$ cat src/rtl/kalman_ch_scheduler_pkg.sv
// kalman_pkg: shared constants for the Kalman channel scheduler.
//   - datapath widths (14-bit measurement, 32-bit filter state)
//   - default filter constants (P_INIT, Q, R)
//   - FSM state encoding and configuration register select codes
//   - idx_w(): width of a channel index for a given channel count
package kalman_pkg;

  localparam int MEAS_W  = 14;
  localparam int STATE_W = 32;

  localparam logic [STATE_W-1:0] KAL_P_INIT = 32'd100000;
  localparam logic [STATE_W-1:0] KAL_Q_DEF  = 32'd1;
  localparam logic [STATE_W-1:0] KAL_R_DEF  = 32'd100;

  localparam logic [1:0] ST_IDLE  = 2'd0;
  localparam logic [1:0] ST_ISSUE = 2'd1;
  localparam logic [1:0] ST_WAIT  = 2'd2;
  localparam logic [1:0] ST_WB    = 2'd3;

  localparam logic [1:0] CFG_Q      = 2'd0;
  localparam logic [1:0] CFG_R      = 2'd1;
  localparam logic [1:0] CFG_REINIT = 2'd2;

  function automatic int idx_w(input int n);
    return (n > 1) ? $clog2(n) : 1;
  endfunction

endpackage

$ cat src/rtl/kalman_ch_scheduler_rr_arbiter.sv
// rr_arbiter: combinational round-robin picker.
//   req   - request vector, one bit per channel
//   ptr   - channel with highest priority this cycle
//   gnt   - one-hot grant of the first request at or after ptr (wrapping)
//   idx   - encoded index of the granted channel
//   found - at least one request is present
module rr_arbiter #(
  parameter int N  = 3,
  parameter int IW = 2
) (
  input  logic [N-1:0]  req,
  input  logic [IW-1:0] ptr,
  output logic [N-1:0]  gnt,
  output logic [IW-1:0] idx,
  output logic          found
);

  // One bit wider than the index so ptr + i cannot overflow before the wrap.
  logic [IW:0] pos;

  always_comb begin
    gnt   = '0;
    idx   = '0;
    found = 1'b0;
    pos   = '0;
    for (int i = 0; i < N; i++) begin
      pos = {1'b0, ptr} + (IW+1)'(i);
      if (pos >= (IW+1)'(N)) pos = pos - (IW+1)'(N);
      if (!found && req[pos[IW-1:0]]) begin
        found             = 1'b1;
        gnt[pos[IW-1:0]]  = 1'b1;
        idx               = pos[IW-1:0];
      end
    end
  end

endmodule

$ cat src/rtl/kalman_ch_scheduler.sv
// kalman_ch_scheduler: shares one Kalman update engine among N_CH channels.
//   i_clk, i_rst_n         clock, asynchronous active-low reset
//   i_meas_valid/i_meas    per-channel sample strobes and 14-bit samples
//   i_cfg_*                per-channel Q / R write and state reinit
//   o_eng_*, i_eng_*       engine request and result
//   o_x, o_p               per-channel filter state
//   o_upd_valid/o_upd_ch   writeback pulse and channel
//   o_overrun, o_timeout   sticky error flags
//   o_dbg_state            current FSM state
//
// Engine handshake: o_eng_start is a one-cycle pulse; the o_eng_* operand
// buses are valid from that cycle and held until the run ends. The engine
// answers with a single-cycle i_eng_done carrying i_eng_x / i_eng_p; done is
// only accepted while waiting, so stray or late pulses are dropped. A run
// with no done within TIMEOUT cycles is abandoned.
module kalman_ch_scheduler
  import kalman_pkg::*;
#(
  parameter int                 N_CH    = 3,
  parameter logic [STATE_W-1:0] P_INIT  = KAL_P_INIT,
  parameter logic [STATE_W-1:0] Q_DEF   = KAL_Q_DEF,
  parameter logic [STATE_W-1:0] R_DEF   = KAL_R_DEF,
  parameter int                 TIMEOUT = 63
) (
  input  logic                      i_clk,
  input  logic                      i_rst_n,
  input  logic [N_CH-1:0]           i_meas_valid,
  input  logic [MEAS_W*N_CH-1:0]    i_meas,
  input  logic                      i_cfg_we,
  input  logic [2:0]                i_cfg_ch,
  input  logic [1:0]                i_cfg_sel,
  input  logic [31:0]               i_cfg_data,
  output logic                      o_eng_start,
  output logic [MEAS_W-1:0]         o_eng_meas,
  output logic [STATE_W-1:0]        o_eng_x,
  output logic [STATE_W-1:0]        o_eng_p,
  output logic [STATE_W-1:0]        o_eng_q,
  output logic [STATE_W-1:0]        o_eng_r,
  input  logic                      i_eng_done,
  input  logic [STATE_W-1:0]        i_eng_x,
  input  logic [STATE_W-1:0]        i_eng_p,
  output logic [STATE_W*N_CH-1:0]   o_x,
  output logic [STATE_W*N_CH-1:0]   o_p,
  output logic                      o_upd_valid,
  output logic [2:0]                o_upd_ch,
  output logic [N_CH-1:0]           o_overrun,
  output logic                      o_timeout,
  output logic [1:0]                o_dbg_state
);

  localparam int IW = idx_w(N_CH);
  localparam int CW = $clog2(TIMEOUT + 1);

  logic [1:0]         state;
  logic [IW-1:0]      ptr, sel, sel_next, gnt_idx, cfg_idx;
  logic [CW-1:0]      cnt;
  logic [N_CH-1:0]    pending, gnt;
  logic               gnt_any, grant_now, cfg_hit;
  logic [STATE_W-1:0] res_x, res_p;

  logic [MEAS_W-1:0]  meas_buf [N_CH];
  logic [STATE_W-1:0] x_q [N_CH];
  logic [STATE_W-1:0] p_q [N_CH];
  logic [STATE_W-1:0] q_q [N_CH];
  logic [STATE_W-1:0] r_q [N_CH];

  rr_arbiter #(.N(N_CH), .IW(IW)) u_arb (
    .req   (pending),
    .ptr   (ptr),
    .gnt   (gnt),
    .idx   (gnt_idx),
    .found (gnt_any)
  );

  assign grant_now   = (state == ST_IDLE) && gnt_any;
  assign sel_next    = (sel == IW'(N_CH - 1)) ? '0 : sel + IW'(1);
  assign cfg_idx     = i_cfg_ch[IW-1:0];
  assign cfg_hit     = i_cfg_we && ({29'd0, i_cfg_ch} < 32'(N_CH));
  assign o_dbg_state = state;

  // Sample capture. The pending flag of the granted channel drops on the
  // grant edge, when its buffer is copied onto the engine bus; a strobe on
  // that channel from then on is a fresh sample, not an overrun.
  always_ff @(posedge i_clk or negedge i_rst_n) begin
    if (!i_rst_n) begin
      pending   <= '0;
      o_overrun <= '0;
      for (int c = 0; c < N_CH; c++) meas_buf[c] <= '0;
    end else begin
      for (int c = 0; c < N_CH; c++) begin
        if (i_meas_valid[c]) begin
          meas_buf[c] <= i_meas[c*MEAS_W +: MEAS_W];
          pending[c]  <= 1'b1;
          if (pending[c] && !(grant_now && gnt[c])) o_overrun[c] <= 1'b1;
        end else if (grant_now && gnt[c]) begin
          pending[c] <= 1'b0;
        end
      end
    end
  end

  // Scheduler FSM and engine interface.
  always_ff @(posedge i_clk or negedge i_rst_n) begin
    if (!i_rst_n) begin
      state       <= ST_IDLE;
      ptr         <= '0;
      sel         <= '0;
      cnt         <= '0;
      o_eng_start <= 1'b0;
      o_eng_meas  <= '0;
      o_eng_x     <= '0;
      o_eng_p     <= '0;
      o_eng_q     <= '0;
      o_eng_r     <= '0;
      res_x       <= '0;
      res_p       <= '0;
      o_upd_valid <= 1'b0;
      o_upd_ch    <= '0;
      o_timeout   <= 1'b0;
    end else begin
      o_eng_start <= 1'b0;
      o_upd_valid <= 1'b0;
      case (state)
        ST_IDLE: begin
          if (gnt_any) begin
            // Operands are latched here so they stay stable for the whole
            // run, whatever config or sample traffic arrives meanwhile.
            sel         <= gnt_idx;
            o_eng_meas  <= meas_buf[gnt_idx];
            o_eng_x     <= x_q[gnt_idx];
            o_eng_p     <= p_q[gnt_idx];
            o_eng_q     <= q_q[gnt_idx];
            o_eng_r     <= r_q[gnt_idx];
            o_eng_start <= 1'b1;
            state       <= ST_ISSUE;
          end
        end
        ST_ISSUE: begin
          cnt   <= '0;
          state <= ST_WAIT;
        end
        ST_WAIT: begin
          if (i_eng_done) begin
            res_x       <= i_eng_x;
            res_p       <= i_eng_p;
            o_upd_valid <= 1'b1;
            o_upd_ch    <= 3'(sel);
            state       <= ST_WB;
          end else if (cnt == CW'(TIMEOUT - 1)) begin
            o_timeout <= 1'b1;
            ptr       <= sel_next;
            state     <= ST_IDLE;
          end else begin
            cnt <= cnt + CW'(1);
          end
        end
        ST_WB: begin
          ptr   <= sel_next;
          state <= ST_IDLE;
        end
        default: state <= ST_IDLE;
      endcase
    end
  end

  // Per-channel state and noise config. The writeback is placed after the
  // config write so it wins over a reinit of the channel in service.
  always_ff @(posedge i_clk or negedge i_rst_n) begin
    if (!i_rst_n) begin
      for (int c = 0; c < N_CH; c++) begin
        x_q[c] <= '0;
        p_q[c] <= P_INIT;
        q_q[c] <= Q_DEF;
        r_q[c] <= R_DEF;
      end
    end else begin
      for (int c = 0; c < N_CH; c++) begin
        if (cfg_hit && cfg_idx == IW'(c)) begin
          case (i_cfg_sel)
            CFG_Q:      q_q[c] <= i_cfg_data;
            CFG_R:      r_q[c] <= i_cfg_data;
            CFG_REINIT: begin
              x_q[c] <= '0;
              p_q[c] <= P_INIT;
            end
            default: ;
          endcase
        end
        if (state == ST_WB && sel == IW'(c)) begin
          x_q[c] <= res_x;
          p_q[c] <= res_p;
        end
      end
    end
  end

  for (genvar c = 0; c < N_CH; c++) begin : g_out
    assign o_x[c*STATE_W +: STATE_W] = x_q[c];
    assign o_p[c*STATE_W +: STATE_W] = p_q[c];
  end

endmodule
$ cat config.mk
export PLATFORM = sky130hd
export DESIGN_NAME = kalman_ch_scheduler
export DESIGN_NICKNAME = d
export VERILOG_FILES = /design/src/rtl/kalman_ch_scheduler_pkg.sv /design/src/rtl/kalman_ch_scheduler_rr_arbiter.sv /design/src/rtl/kalman_ch_scheduler.sv
export SDC_FILE = /design/constraint.sdc
export NUM_CORES = 1
export LEC_CHECK = 0
export BUFFER_PORTS_ARGS = -buffer_cell sky130_fd_sc_hd__buf_2
export CORE_UTILIZATION = 30
export CTS_CLUSTER_SIZE = 25
export DETAILED_ROUTE_END_ITERATION = 6
export PLACE_DENSITY = 0.5
export SLEW_MARGIN = 20
export SYNTH_ARGS = -nofsm -noshare
export SYNTH_HDL_FRONTEND = slang
export SYNTH_SLANG_ARGS = --single-unit
$ cat constraint.sdc
create_clock -name i_clk -period 4.05 [get_ports i_clk]
set_input_delay 0.81 -clock i_clk [delete_from_list [all_inputs] [get_ports i_clk]]
set_output_delay 0.81 -clock i_clk [all_outputs]
set_load 0.02 [all_outputs]
==> metrics <==
Post-Syn Nets=2635; crit path to=o_eng_p[5]$_DFFE_PN0P_; Synth Instances=2479; crit path max fanout=62; Pre-antenna DRT Iters=5; register share of total power=36.0%; CP Capture Type=register; register bit total from synthesis=655; top cells by count, synth=nand2_1, dfrtp_1, mux2_2; PwrDens=868 nW/um^2; post-synth top area cell=dfrtp_1; core area=90700 sq um; reg2reg end=o_eng_p[5]$_DFFE_PN0P_; Psw=0.0123 W; Clock transition at path regs=0.06 ns; Worst-Margin Slew=1.07 ns; crit path kind=reg -> reg; RSZ-0062 raised after global routing=false; Die W=306 um; setup bufs post-CTS=0; Num CTS Buffers=79; RR Startpoint=ptr[0]$_DFFE_PN0P_; Detailed Place HPWL=56700 um; H-tree depth=3; initial antenna violation count=10; Area Overhead vs Synth=23.9%; Combinational Power Share=39.9%; DRC viols=0; grt peak-use layer=met2; GRT overflow=0; Clock Latency Late Sink=0.63 ns; fraction of registers with async set/reset=100%; sequential cell area fraction in the yosys report=59.4%; startpoint class of the critical path=register; Post-Route Setup TNS=0 ns; global-route wire length before repair=136000 um; Final Critical Period=3.12 ns; Worst path slowest cell=a211o_4; nets@finish=3092; WP data arrival=3.64 ns; final-report hold violation count=0; worst-path cell chain=inv_1 -> ha_1 -> nand2_1 -> a221o_1 -> o21ai_2 -> a211o_4 -> buf_12 -> a22oi_1 -> o21ai_0; Std-Cell Rows=110; io pins=495; Routed Antenna Nets=0; Max Slew Vio Count=0; Sw Share=41.3%; slew margin rel.=28.2%; Area after DPL=31600 sq um; R2R depth=9; Die Area=93400 sq um; final wirelength=89700 um; post-route clock skew=0.0290 ns; Static Leakage=16.6 nW; clock sink count=655; total track usage=19.0%; EDFF count, synth=0; most common cell in the netlist=nand2_1; largest net degree at the start of global routing=97; synth top area cells=dfrtp_1, mux2_2, nand2_1, mux2i_1, o21ai_0; YS warnings=0; Final Non-Filler Cells=4178; Setup crit start=ptr[0]$_DFFE_PN0P_; Port Buffer Count=493; Finished Cell Area=34300 sq um; Max Root-Sink Buffers=3; final worst-path cycle share=77.0%; Mean Syn Cell Area=11.2 sq um; distinct cell type count after synthesis=50; Synth Cell Area=27600 sq um; met3 Use GR=4.60%; Achievable Freq=321 MHz; CTS tree=built; HP Class=in -> async; die span in y=306 um; Pwr Total=0.0297 W; Global Route met1 Usage=25.5%; Initial Utilization=30.5%; # resized after CTS=0; CP Depth=9; Critical Path RT=4.58 ns; Primary FF master, synth=dfrtp_1; crit-path leading delay family=compound AO/OA/AOI/OAI gates; vias per std cell=4.92; Largest stage delay, worst path=0.70 ns; layout cells sized above 1=34.6%; Internal Pwr Total=0.0174 W; status=complete, no violations; R2R Setup Slk=0.93 ns; Yosys top cell area share=56.6%; max_cap viols=0; vias in the first global route=20.7k; drt first-iter violations=1370; via count=20.5k; post-placement cell count=4031; Layout fillers=8938; met2 Use GR=30.5%; Worst IR Drop VDD=0.598 mV; Clk pwr share=24.1%; CTS Root Cell=clkbuf_16; worst path bufs/invs=2; Final setup viols=0; hold buffers post-CTS=0; Avg WL per Cell=21.5 um; gpl congestion=0.816
-- placed cells by master, fill, tap and decap left out, types with 3 or more instances in the layout --
| master | netlist | layout |
|---|---|---|
| clkbuf_16 | 0 | 80 |
| dfrtp_1 | 625 | 625 |
| clkbuf_1 | 96 | 22 |
| mux2i_1 | 144 | 144 |
| nor2b_1 | 10 | 7 |
| dfstp_2 | 30 | 30 |
| buf_12 | 0 | 20 |
| clkinv_16 | 0 | 3 |
| nor2b_4 | 0 | 3 |
| clkinv_2 | 0 | 9 |
| a22oi_1 | 67 | 67 |
| nand4_1 | 3 | 3 |
| buf_2 | 28 | 492 |
| diode_2 | 0 | 4 |
| nand2b_1 | 6 | 6 |
| xor2_1 | 4 | 4 |
| a21o_1 | 7 | 7 |
| nand2_1 | 673 | 666 |
| o21ai_0 | 269 | 268 |
| buf_4 | 17 | 32 |
| nand2_2 | 1 | 8 |
| a21oi_1 | 8 | 8 |
| ha_1 | 6 | 6 |
| inv_1 | 10 | 9 |
| clkbuf_8 | 0 | 21 |
| nor2_1 | 16 | 16 |
| o21ai_1 | 74 | 74 |
| mux2_2 | 314 | 314 |
-- worst min path at each step --
stage,start,to,slack [ns],cells after the start
after floorplan,q_q[11]$_DFFE_PN0P_,o_eng_q[11]$_DFFE_PN0P_,0.47,2
after global placement,o_overrun[1]$_DFFE_PN0P_,o_overrun[1]$_DFFE_PN0P_,0.44,1
after detailed placement,o_overrun[1]$_DFFE_PN0P_,o_overrun[1]$_DFFE_PN0P_,0.44,1
after CTS,i_rst_n,q_q[14]$_DFFE_PN0P_,0.19,1
after global routing,i_rst_n,o_eng_r[7]$_DFFE_PN0P_,0.22,1
final,i_rst_n,o_eng_r[4]$_DFFE_PN0P_,0.21,1
-- sequential cells by signal, summed over array words and instances (netlist names), 32 cells and up --
name,count
o_x,96
o_eng_r,32
res_p,32
o_eng_p,32
o_p,96
q_q,96
o_eng_q,32
res_x,32
r_q,96
o_eng_x,32
meas_buf,42
-- layer usage --
layer,vias to the layer above,share of wire [%]
met5,-,0.097
met4,14,2.0
met3,123,6.5
met2,595,47
met1,10400,45
li1,9387,-
-- cells by family (layout without fill, tap and decap cells) --
kind of cell	after synthesis	count (layout)	share of synthesized area (%)
xor gates and xnor gates	4	4	0.127
DFF	655	655	59.4
buffers and inverters	179	698	2.84
AOI/OAI and AO/OA	445	445	9.02
muxes	458	458	18.0
and+or+nand+nor	731	731	10.3
adders and majority gates	6	6	0.272
other	1	5	0.0136
-- worst register-to-register path: stages (launching register included) --
cell     delay (ns)
dfrtp_1        0.41
inv_1          0.09
ha_1           0.53
nand2_1        0.11
a221o_1        0.32
o21ai_2        0.22
a211o_4        0.70
buf_12         0.37
a22oi_1        0.17
o21ai_0        0.11
-- power groups by stage --
stage	clock network, W	logic, W	registers, W
detailed placement	0	0.0120	0.0108
finish	0.00717	0.0119	0.0107
global route	0.00764	0.0129	0.0110
CTS	0.00737	0.0120	0.0107
floorplan	0	0.00645	0.0118
global placement	0	0.0119	0.0108
-- final cells by class --
cell class / count / area (sq um) / share of cell area (%)
diodes: 4 / 10.0 / 0.0292
multi-input cells: 1645 / 10600 / 30.8
repair buffers: 545 / 3120 / 9.10
flip-flops and latches: 655 / 16400 / 47.9
inverters: 10 / 37.5 / 0.110
well taps: 1176 / 1470 / 4.29
clock inverters: 20 / 270 / 0.789
clock buffers: 123 / 2370 / 6.93
-- through the flow --
stage | setup WS [ns] | utilization (%) | hold WS, ns
floorplan | 1.69 | - | 0.467
detailed placement | 0.912 | 34.9 | 0.438
finish | 0.932 | 37.8 | 0.209
global route | 0.606 | 37.8 | 0.225
global placement | 0.940 | 34.9 | 0.439
CTS | 0.877 | 37.8 | 0.189
(Power assumes the default switching activity.)
